==> config.mk <==
export PLATFORM = sky130hd
export DESIGN_NAME = pipe_stage_skid
export DESIGN_NICKNAME = d
export VERILOG_FILES = /design/src/rtl/pipe_pkg.sv /design/src/rtl/pipe_perf_cnt.sv /design/src/rtl/pipe_stage_skid.sv
export SDC_FILE = /design/constraint.sdc
export NUM_CORES = 1
export LEC_CHECK = 0
export CELL_PAD_IN_SITES_DETAIL_PLACEMENT = 1
export CELL_PAD_IN_SITES_GLOBAL_PLACEMENT = 1
export CORE_AREA = 5 5 136 138
export DETAILED_ROUTE_END_ITERATION = 6
export DIE_AREA = 0 0 141 143
export HOLD_SLACK_MARGIN = 0.12
export PLACE_DENSITY_LB_ADDON = 0.05
export SYNTH_ARGS = -nofsm -noshare
export SYNTH_HDL_FRONTEND = slang
export SYNTH_SLANG_ARGS = --single-unit
export TNS_END_PERCENT = 100
==> constraint.sdc <==
create_clock -name clk -period 2.6 [get_ports clk]
set_clock_uncertainty 0.2 [all_clocks]
set_input_delay 0.65 -clock clk [delete_from_list [all_inputs] [get_ports clk]]
set_output_delay 0.65 -clock clk [all_outputs]
set_load 0.01 [all_outputs]
==> src/rtl/pipe_pkg.sv <==
// Shared types and constants for the inter-stage pipeline register.
// The perf counters are built only when PIPE_STAGE_PERF_EN is defined.
package pipe_pkg;

  typedef enum logic [1:0] {
    EMPTY = 2'd0,
    ONE   = 2'd1,
    TWO   = 2'd2
  } pipe_state_e;

  localparam int CTRL_REG_WRITE  = 0;
  localparam int CTRL_REG_SRC_LO = 1;
  localparam int CTRL_REG_SRC_HI = 2;
  localparam int CTRL_MEM_READ   = 3;
  localparam int CTRL_MEM_WRITE  = 4;

  // Squash drops only the load side effect unless a stage overrides it.
  localparam logic [5:0] SQUASH_MASK_DEFAULT = 6'(1 << CTRL_MEM_READ);

endpackage

==> src/rtl/pipe_perf_cnt.sv <==
// 32-bit saturating event counter, present only when PIPE_STAGE_PERF_EN is defined.
`ifdef PIPE_STAGE_PERF_EN
module pipe_perf_cnt (
  input  logic        clk,
  input  logic        rst,
  input  logic        en_i,
  output logic [31:0] cnt_o
);

  logic [31:0] cnt_q;
  logic [31:0] cnt_d;

  always_comb begin
    cnt_d = cnt_q;
    if (en_i && (cnt_q != 32'hFFFF_FFFF)) cnt_d = cnt_q + 32'd1;
  end

  always_ff @(posedge clk) begin
    if (rst) cnt_q <= '0;
    else     cnt_q <= cnt_d;
  end

  assign cnt_o = cnt_q;

endmodule
`endif

==> src/rtl/pipe_stage_skid.sv <==
// Two-entry skid pipeline register with flush and in-place squash of the head entry.
// Defining PIPE_STAGE_PERF_EN adds saturating stall/bubble counters.
module pipe_stage_skid
  import pipe_pkg::*;
#(
  parameter int                DATA_W      = 64,
  parameter int                CTRL_W      = 6,
  parameter logic [CTRL_W-1:0] SQUASH_MASK = CTRL_W'(SQUASH_MASK_DEFAULT)
) (
  input  logic              clk,
  input  logic              rst,
  input  logic              s_valid,
  output logic              s_ready,
  input  logic [CTRL_W-1:0] s_ctrl,
  input  logic [DATA_W-1:0] s_data,
  output logic              m_valid,
  input  logic              m_ready,
  output logic [CTRL_W-1:0] m_ctrl,
  output logic [DATA_W-1:0] m_data,
  input  logic              flush,
  input  logic              squash,
`ifdef PIPE_STAGE_PERF_EN
  output logic [31:0]       perf_stall_cnt,
  output logic [31:0]       perf_bubble_cnt,
`endif
  output pipe_state_e       dbg_state_o
);

  // Handshake: a beat moves when valid & ready are both high at a rising edge;
  // valid never waits on ready, and the offered beat is stable until taken.

  pipe_state_e       state_q, state_d;
  logic              s_ready_q;
  logic [CTRL_W-1:0] head_ctrl_q, skid_ctrl_q;
  logic [DATA_W-1:0] head_data_q, skid_data_q;
  logic              xfer_in, xfer_out;
  logic              head_from_s, head_from_skid, skid_from_s;

  assign xfer_in  = s_valid & s_ready_q;
  assign xfer_out = m_valid & m_ready;

  always_ff @(posedge clk) begin
    if (rst) begin
      state_q   <= EMPTY;
      s_ready_q <= 1'b1;
    end else begin
      state_q   <= state_d;
      s_ready_q <= (state_d != TWO);
    end
  end

  always_comb begin
    state_d        = state_q;
    head_from_s    = 1'b0;
    head_from_skid = 1'b0;
    skid_from_s    = 1'b0;
    if (flush) begin
      state_d = EMPTY;
    end else begin
      case (state_q)
        EMPTY: if (xfer_in) begin
          state_d     = ONE;
          head_from_s = 1'b1;
        end
        ONE: begin
          if (xfer_in && xfer_out) begin
            head_from_s = 1'b1;
          end else if (xfer_in) begin
            state_d     = TWO;
            skid_from_s = 1'b1;
          end else if (xfer_out) begin
            state_d = EMPTY;
          end
        end
        TWO: if (xfer_out) begin
          state_d        = ONE;
          head_from_skid = 1'b1;
        end
        default: state_d = EMPTY;
      endcase
    end
  end

  always_comb begin
    m_valid     = (state_q != EMPTY);
    s_ready     = s_ready_q;
    m_ctrl      = head_ctrl_q;
    m_data      = head_data_q;
    dbg_state_o = state_q;
  end

  // A head that leaves this cycle is replaced, so a concurrent squash has nothing to act on.
  always_ff @(posedge clk) begin
    if (rst) begin
      head_ctrl_q <= '0;
      head_data_q <= '0;
      skid_ctrl_q <= '0;
      skid_data_q <= '0;
    end else if (flush) begin
      head_ctrl_q <= '0;
      skid_ctrl_q <= '0;
    end else begin
      if (head_from_s) begin
        head_ctrl_q <= s_ctrl;
        head_data_q <= s_data;
      end else if (head_from_skid) begin
        head_ctrl_q <= skid_ctrl_q;
        head_data_q <= skid_data_q;
      end else if (squash && m_valid && !xfer_out) begin
        head_ctrl_q <= head_ctrl_q & ~SQUASH_MASK;
      end
      if (skid_from_s) begin
        skid_ctrl_q <= s_ctrl;
        skid_data_q <= s_data;
      end
    end
  end

`ifdef PIPE_STAGE_PERF_EN
  pipe_perf_cnt u_stall_cnt (
    .clk   (clk),
    .rst   (rst),
    .en_i  (m_valid & ~m_ready),
    .cnt_o (perf_stall_cnt)
  );

  pipe_perf_cnt u_bubble_cnt (
    .clk   (clk),
    .rst   (rst),
    .en_i  (~m_valid & ~rst),
    .cnt_o (perf_bubble_cnt)
  );
`endif

endmodule
# Word level (Yosys, flattened, before mapping)
# Index checks and enable logic that the tools add are counted.
[totals]
input_bits = 76
out_inout_bits = 74
reg_bits = 143
[classes]
reduce_logical = 11
n_eq_ne = 3
n_bitwise = 3
n_mux = 22
[ops]
columns = ["op", "n"]
rows = [
  ["$mux W64", 2],
  ["$mux W2", 6],
  ["$mux W6", 2],
  ["$mux W1", 9],
  ["$pmux W2 S3", 1],
  ["$mux W4", 1],
  ["$reduce_and A2 Y1", 2],
  ["$reduce_bool A2 Y1", 2],
  ["$logic_and A1 B1 Y1", 3],
  ["$reduce_bool A3 Y1", 1],
  ["$and A1 B1 Y1", 2],
  ["$eq A2 B1 Y1 const B", 1],
  ["$eq A2 B2 Y1 const B", 1],
  ["$logic_not A2 Y1", 1],
  ["$ne A2 B2 Y1 const B", 1],
  ["$pmux W1 S2", 1],
  ["$reduce_or A2 Y1", 1],
  ["$logic_not A1 Y1", 1],
  ["$not A1 Y1", 1],
]

# Depth between registers and ports, before layout
# Gate-level depths: netlist of the first run.
[logic_depth]
word_depth = 8
ltp_mapped = 7
depth_no_buf = 4

# Least setup slack after synthesis of the first run
# OpenSTA, ideal clock, no wires.
[synth_path]
path_kind = "input-to-reg"
startpoint = "in s_valid"
endpoint = "reg head_data_q[15], in the netlist m_data[15]"
path_stages = 7
required_time_ns = 2.253
path_slack_ns = 0.486
path_buffers = 3
setup_time_ns = 0.147
arrival_time_ns = 1.767
cell_sequence = "nand2_1 > or4_1 > buf_2 > buf_6 > buf_2 > nor2_1 > a311oi_2"
[synth_between]
elab_chain_cells = 7
[synth_lines]
columns = ["element", "line_no", "text"]
rows = [
  ["start, declared", "pipe_stage_skid.sv:12", "input logic s_valid,"],
  ["$and A1 B1 Y1 *", "pipe_stage_skid.sv:39", "assign xfer_in = s_valid & s_ready_q;"],
  ["$logic_and A1 B1 Y1", "pipe_stage_skid.sv:66", "if (xfer_in && xfer_out) begin"],
  ["$mux W1", "pipe_stage_skid.sv:66", ""],
  ["$pmux W1 S2 *", "pipe_stage_skid.sv:60", "case (state_q)"],
  ["$mux W1 *", "pipe_stage_skid.sv:57", "if (flush) begin"],
  ["$reduce_bool A2 Y1 (no source line)", "n/a", ""],
  ["$reduce_and A2 Y1 (no source line)", "n/a", ""],
  ["end signal, assigned", "pipe_stage_skid.sv:105", "head_data_q <= s_data;"],
  ["end signal, assigned", "pipe_stage_skid.sv:108", "head_data_q <= skid_data_q;"],
  ["end, declared", "pipe_stage_skid.sv:35", "logic [DATA_W-1:0] head_data_q, skid_data_q;"],
]
# Every way passes the cells marked *; elsewhere a longest branch is shown, timed or not.
# A chain may end at the register's enable or synchronous reset.

# Final worst setup path of the first run
[layout_path]
startpoint = "reg state_q[0], in the netlist dbg_state_o[0]"
endpoint = "out m_valid"
[layout_between]
elab_chain_cells = 1
[layout_lines]
columns = ["element", "line_no", "text"]
rows = [
  ["start, declared", "pipe_stage_skid.sv:32", "pipe_state_e state_q, state_d;"],
  ["start signal, assigned", "pipe_stage_skid.sv:47", "state_q <= state_d;"],
  ["$reduce_bool A2 Y1", "pipe_stage_skid.sv:85", "m_valid = (state_q != EMPTY);"],
  ["end, declared", "pipe_stage_skid.sv:16", "output logic m_valid,"],
]
# No other way between the ends.

==> metrics.txt, run 1 <==
outcome complete, no violations; PortBufs 149; CP delay by family, top buffers and inverters; TritonCTS clock tree built; Power Total 5426 uW; Final HPWL DP around 12000 um; hold depth 2; Synthesized Nets roughly 790; standard-cell rows 48; clock root cell clkbuf_16; layout cell share with drive strength beyond 1 about 14%; Synth area leader dfxtp_1; register bit total from synthesis 143; Worst path max stage delay between 0.5 and 0.6 ns; initial antenna violation count 2; DRC viols 0; Gate Count Post-Synth between 700 and 800; Slew Viols, Final 0; RSZ-0062 raised after global routing false; period utilization 96.30%; non-filler cells, final approximately 1100; register area share after synthesis about 48%; first-pass GRT wire length between 20000 and 30000 um; cell count along the critical path 2; die area ~0.02 mm2; vias per cell 5.067; CTS buffer count 17; Setup-failing EPs final 0; commonest non-fill, non-tap cell in the layout nand2_1; CP Capture Type output port; top cells by area in the synthesized netlist dfxtp_1 48%, nand2_1 18%, a311oi_2 16%; gr usage total 18.45%; Distinct cells, synth 23; fmax around 400 MHz; Pleak roughly 0.0028 uW; Post-Place Cells around 1000; critical path peak fanout 7; r2r startpoint dbg_state_o[0]$_SDFF_PP0_; EDFF count, synth 0; Initial Util 35.16%; pin count of the biggest net entering global routing 83; worst path cell trace or2_2, clkdlybuf4s50_1; peak supply drop just under 0.5 mV; Final #Nets approximately 920; Remaining Overflow, GRT 0; setup slack after layout between 0.09 and 0.1 ns; Synth Area per Inst 8.387 um2; CTS Hold Bufs 0; clock sinks 143; routed len/inst between 15 and 20 um; crit path kind reg2out; Antenna Cells 0; CTS clk-pin slew, worst paths 0.06 ns; commonest non-fill, non-tap cells in the layout 281 x nand2_1, 148 x clkdlybuf4s50_1, 142 x dfxtp_1; # IOs 150; hold path start skid_ctrl_q[2]$_SDFFE_PP0P_; min cycle time layout 2.504 ns; Clock Latency Late Sink approximately 0.41 ns; max-cap violation count 0; final core occ 48.94%; Hold Violations, Final 0; R2R setup slack just under 0.6 ns; crit path buf inv count 1; Core ar. roughly 0.017 mm2; CP Data Arrival Time between 1.5 and 2 ns; Synth Flop Type dfxtp_1; total setup buffers inserted after CTS 0; vias in the first global route around 6000; Post-Route WL between 15000 and 20000 um; measured slew at the worst slew-check pin 0.4912 ns; top cell type's share of synthesized area 47.74%; worst min path class reg2reg; Max Root-Sink Buffers 2; DRT iter0 DRCs approximately 190; Cell Area, Synth 0.005997 mm2; WP data required 1.75 ns; PwrDens about 650 mW/mm2; routed via count around 5500; Reg2Reg Depth 5; Die X-Extent ~140 um; area grow syn2layout 39.18%; CP startpoint kind flip-flop; Crit-path slowest cell clkdlybuf4s50_1; Final GP Congestion roughly 0.77; Hold Path End skid_ctrl_q[2]$_SDFFE_PP0P_; Ys Warns 0; Chip Height 143 um; FF-to-FF End skid_data_q[62]$_SDFFE_PP0P_; first-pass iteration count of the detailed router 4; ys async rst share 0%; post-route antenna net violation count 0; Rel. slew slack between 60 and 70%; DP Worst Slack -0.07395 ns; H-tree levels 4
-- repair_timing --
item,in CTS,in global routing
gates resized for setup,0,1
setup endpoints to repair,0,1
hold endpoints to repair,0,0
-- synthesized netlist by cell type (2+ instances only) --
library cell  number
buf_6              9
a21oi_1           70
o21ai_0            6
or2_2              2
or3_1              2
a311oi_2          64
mux2i_1            2
nand2_1          281
buf_2             11
dfxtp_1          143
a31oi_1            6
nor2_1            67
clkbuf_1          42
-- cell families (layout without fill, tap and decap cells) --
group                  after synthesis  count (layout)  synth area share (%)
AO/OA/AOI/OAI                      148             148                 23.26
buffers and inverters               62             201                 5.237
flip-flops                         143             143                 47.74
multiplexers                         2               2                0.3338
AND/OR/NAND/NOR                    360             360                 23.43
-- worst register-to-register path, cell delays in order (launching register included) --
cell,delay (ns)
dfxtp_1,0.52
nor2b_4,0.24
or4b_4,0.54
buf_12,0.20
nand2_1,0.10
a21oi_1,0.08
-- through the flow --
stage / setup TNS [ns] / hold slack [ns] / instance area (um2)
2_1_floorplan: 0 / 0.2366 / 5997
3_3_place_gp: -0.4391 / 0.2418 / 7756
3_5_place_dp: -2.576 / 0.2486 / 7756
5_1_grt: 0 / 0.2792 / 8347
6_report: 0 / 0.2566 / 8347
4_1_cts: 0 / 0.2588 / 8346
-- state kept, by name, summed over array words and instances (netlist names) --
register     cells
m_data          64
m_ctrl           6
dbg_state_o      2
s_ready          1
skid_ctrl_q      6
skid_data_q     64
-- report_power, final --
group | switching (uW) | internal (uW)
clock network | 939 | 1530
registers | 51.3 | 2280
logic | 291 | 340
-- routing by layer --
metal | part of all wire, % | track usage (%) | vias to the layer above | wire length, um
met5 | 0.11 | 0 | - | 21
met4 | 0.84 | 5.405 | 4 | 154
met3 | 4.3 | 4.756 | 18 | 794
met2 | 51 | 32.59 | 107 | 9263
met1 | 44 | 22.19 | 2678 | 8041
li1 | - | - | 2660 | -
-- worst max-delay path by stage --
| stage | start | end | slack (ns) |
|---|---|---|---|
| 3_5_place_dp | m_ready | m_ctrl[0]$_SDFFE_PP0P_ | -0.07 |
| 5_1_grt | dbg_state_o[0]$_SDFF_PP0_ | m_valid | 0.03 |
| 3_3_place_gp | m_ready | m_ctrl[3]$_SDFFE_PP0P_ | -0.06 |
| 6_report | dbg_state_o[0]$_SDFF_PP0_ | m_valid | 0.1 |
| 2_1_floorplan | s_valid | m_data[15]$_SDFFE_PP0P_ | 0.49 |
| 4_1_cts | dbg_state_o[1]$_SDFF_PP0_ | m_valid | 0.05 |
-- area by class of cell --
| class | count | area, um2 |
|---|---|---|
| well taps | 225 | 281.5 |
| repair buffers | 169 | 1768 |
| clock inverters | 11 | 138.9 |
| multi-input cells | 510 | 2844 |
| clock buffers | 21 | 450.4 |
| flip-flops and latches | 143 | 2864 |
| fillers | 1995 | 8710 |
No activity file was read; power rests on OpenSTA's default activity.
==> run 2: changes to the inputs <==
--- a/config.mk
+++ b/config.mk
@@ -7,9 +7,9 @@
 export LEC_CHECK = 0
 export CELL_PAD_IN_SITES_DETAIL_PLACEMENT = 1
 export CELL_PAD_IN_SITES_GLOBAL_PLACEMENT = 1
-export CORE_AREA = 5 5 136 138
+export CORE_AREA = 2 2 133 135
 export DETAILED_ROUTE_END_ITERATION = 6
-export DIE_AREA = 0 0 141 143
+export DIE_AREA = 0 0 135 137
 export HOLD_SLACK_MARGIN = 0.12
 export PLACE_DENSITY_LB_ADDON = 0.05
 export SYNTH_ARGS = -nofsm -noshare
==> constraint.sdc (replaced) <==
create_clock -name clk -period 2.45 [get_ports clk]
set_clock_uncertainty 0.2 [all_clocks]
set_input_delay 0.6125 -clock clk [delete_from_list [all_inputs] [get_ports clk]]
set_output_delay 0.6125 -clock clk [all_outputs]
set_load 0.01 [all_outputs]
==> run 2 against run 1 <==
Against the previous run:
- sequential share of layout area fell by 0.29 points
- sequential cell count unchanged
- clock-buffer cell count fell by 2
- sequential power up 6%
- setup slack worse by 0.049 ns
- total power is 7.4% higher
- cell count grew 0.93%
- clock power increased by 8.5%
- critical path depth stayed put
- design area is 0.90% higher
- combinational power up 7.9%
- utilization is 0.44 points higher
==> metrics.txt, run 2 (synthesized netlist as in run 1, its figures left out) <==
outcome complete, no violations; CTS Hold Bufs 0 (unchanged); Power Total 5826 uW (+7.4%); die area 0.01850 mm2 (-8.3%); Crit-path slowest cell clkdlybuf4s50_1; crit path kind reg2out; PortBufs 149 (unchanged); worst min path class reg2reg; critical path peak fanout 7 (unchanged); Setup-failing EPs final 0 (unchanged); first-pass GRT wire length 28770 um (-4.0%); DRT iter0 DRCs 238 (+27%); Hold Violations, Final 0 (unchanged); measured slew at the worst slew-check pin 0.5683 ns (+0.07710 ns); CP Data Arrival Time 1.59 ns (-0.06 ns); Remaining Overflow, GRT 0 (unchanged); clock root cell clkbuf_16; pin count of the biggest net entering global routing 98 (+18%); GRT Max-Usage Layer met2; met3 global-route usage 3.444% (-1.3 points); peak supply drop 0.5594 mV (+13%); TritonCTS clock tree built; # IOs 150 (unchanged); commonest non-fill, non-tap cell in the layout nand2_1; total setup buffers inserted after CTS 0 (unchanged); RSZ-0062 raised after global routing false; TNS Setup 0 ns (unchanged); min cycle time layout ~2.4 ns; Worst path max stage delay 0.48 ns (-0.05 ns); CTS buffer count 17 (unchanged); routed len/inst 16.49 um (-2.7%); crit path buf inv count 1 (unchanged); clock sinks 143 (unchanged); gr usage total 19.67% (+1.2 points); hold slack 0.2546 ns (-0.001962 ns); Max Root-Sink Buffers 2 (unchanged); initial antenna violation count 0 (-2); met2 Usage GRT 34.63% (+2.0 points); H-tree levels 4 (unchanged); met1 GRT Util 24.15% (+2.0 points); WP data required 1.64 ns (-0.11 ns); Clock Latency Late Sink 0.42 ns (about the same); Antenna Cells 0 (unchanged); Fill cells 1990 (-0.25%); vias per cell 5.075 (+0.17%); CTS clk-pin slew, worst paths 0.06 ns (about the same); area grow syn2layout 40.43%; Slew Viols, Final 0 (unchanged); CP Capture Type output port; post-route antenna net violation count 0 (unchanged); Die X-Extent 135 um (-4.3%); commonest non-fill, non-tap cells in the layout 281 x nand2_1, 148 x clkdlybuf4s50_1, 141 x dfxtp_1; Initial Util 35.16% (unchanged); routed via count 5527 (+1.1%); vias in the first global route 5703 (-3.2%); standard-cell rows 48 (unchanged); Final HPWL DP 11720 um (-2.3%); Core ar. 0.01706 mm2 (unchanged); worst path cell trace or2_2, clkdlybuf4s50_1; Post-Route WL 17960 um (-1.8%); max-cap violation count 0 (unchanged); Rel. slew slack 62.11% (-5.1 points); Final GP Congestion 0.7959 (+3.5%); PwrDens 691.7 mW/mm2 (+6.4%); fmax ~420 MHz; DRC viols 0 (unchanged); Chip Height 137 um (-4.2%); CP startpoint kind flip-flop; layout cell share with drive strength beyond 1 15.74% (+1.3 points); first-pass iteration count of the detailed router 4 (unchanged); period utilization a little over nine tenths; Pleak 0.002792 uW (+1.4%); CP delay by family, top buffers and inverters; Final #Nets 927 (+1.1%)
==> run 2: changes by cell type in the layout (fill, tap and decap cells not counted), moves of 2 or more <==
cell | before | now
clkinv_2 | 5 | 3
inv_6 | 1 | 3
buf_4 | 10 | 21
clkinvlp_4 | 2 | 4
clkbuf_1 | 3 | 1
==> run 2: worst paths after layout <==
check	from	end	slack [ns]	cells past startpoint
hold / removal	skid_data_q[23]$_SDFFE_PP0P_	skid_data_q[23]$_SDFFE_PP0P_	0.25	2
hold reg to reg	skid_data_q[23]$_SDFFE_PP0P_	skid_data_q[23]$_SDFFE_PP0P_	0.25	2
setup / recovery	dbg_state_o[0]$_SDFF_PP0_	m_valid	0.05	2
setup reg to reg	dbg_state_o[0]$_SDFF_PP0_	skid_data_q[20]$_SDFFE_PP0P_	0.36	5
==> run 2: worst min-delay path, stage by stage (launching register included) <==
cell     delay, ns
dfxtp_1       0.31
nand2_1       0.05
a21oi_1       0.05
==> run 2: area by class of cell <==
type | instances | area [um2] | area share, %
clock inverters | 13 | 161.4 | 1.917
multi-input cells | 510 | 2840 | 33.72
clock buffers | 19 | 442.9 | 5.259
flip-flops and latches | 143 | 2865 | 34.02
well taps | 225 | 281.5 | 3.343
repair buffers | 179 | 1831 | 21.74
==> run 2: through the flow <==
step                area (um2)  std cells  utilization [%]  setup slack, ns
floorplan                 5997        715                -           0.3735
global placement          7815       1057            45.82          -0.2240
detailed placement        7815       1057            45.82          -0.2915
CTS                       8422       1089            49.38          0.03023
global route              8422       1089            49.38          0.01559
finish                    8422       1089            49.38          0.04744
==> run 2: timing repair <==
action                     in CTS  in global routing
setup endpoints to repair       1                  0
hold endpoints to repair        0                  0
resized for setup               2                  0
==> run 2: metal layers <==
layer / part of all wire [%] / wire length [um]
met1: 45 / 8143
met2: 50 / 8952
met5: 0 / 0
met4: 1.6 / 285
met3: 3.2 / 574
==> run 2: report_power, final <==
part	internal (uW)	switching (uW)
clock network	1630	1050
registers	2410	52.2
logic	371	310
total	4420	1410
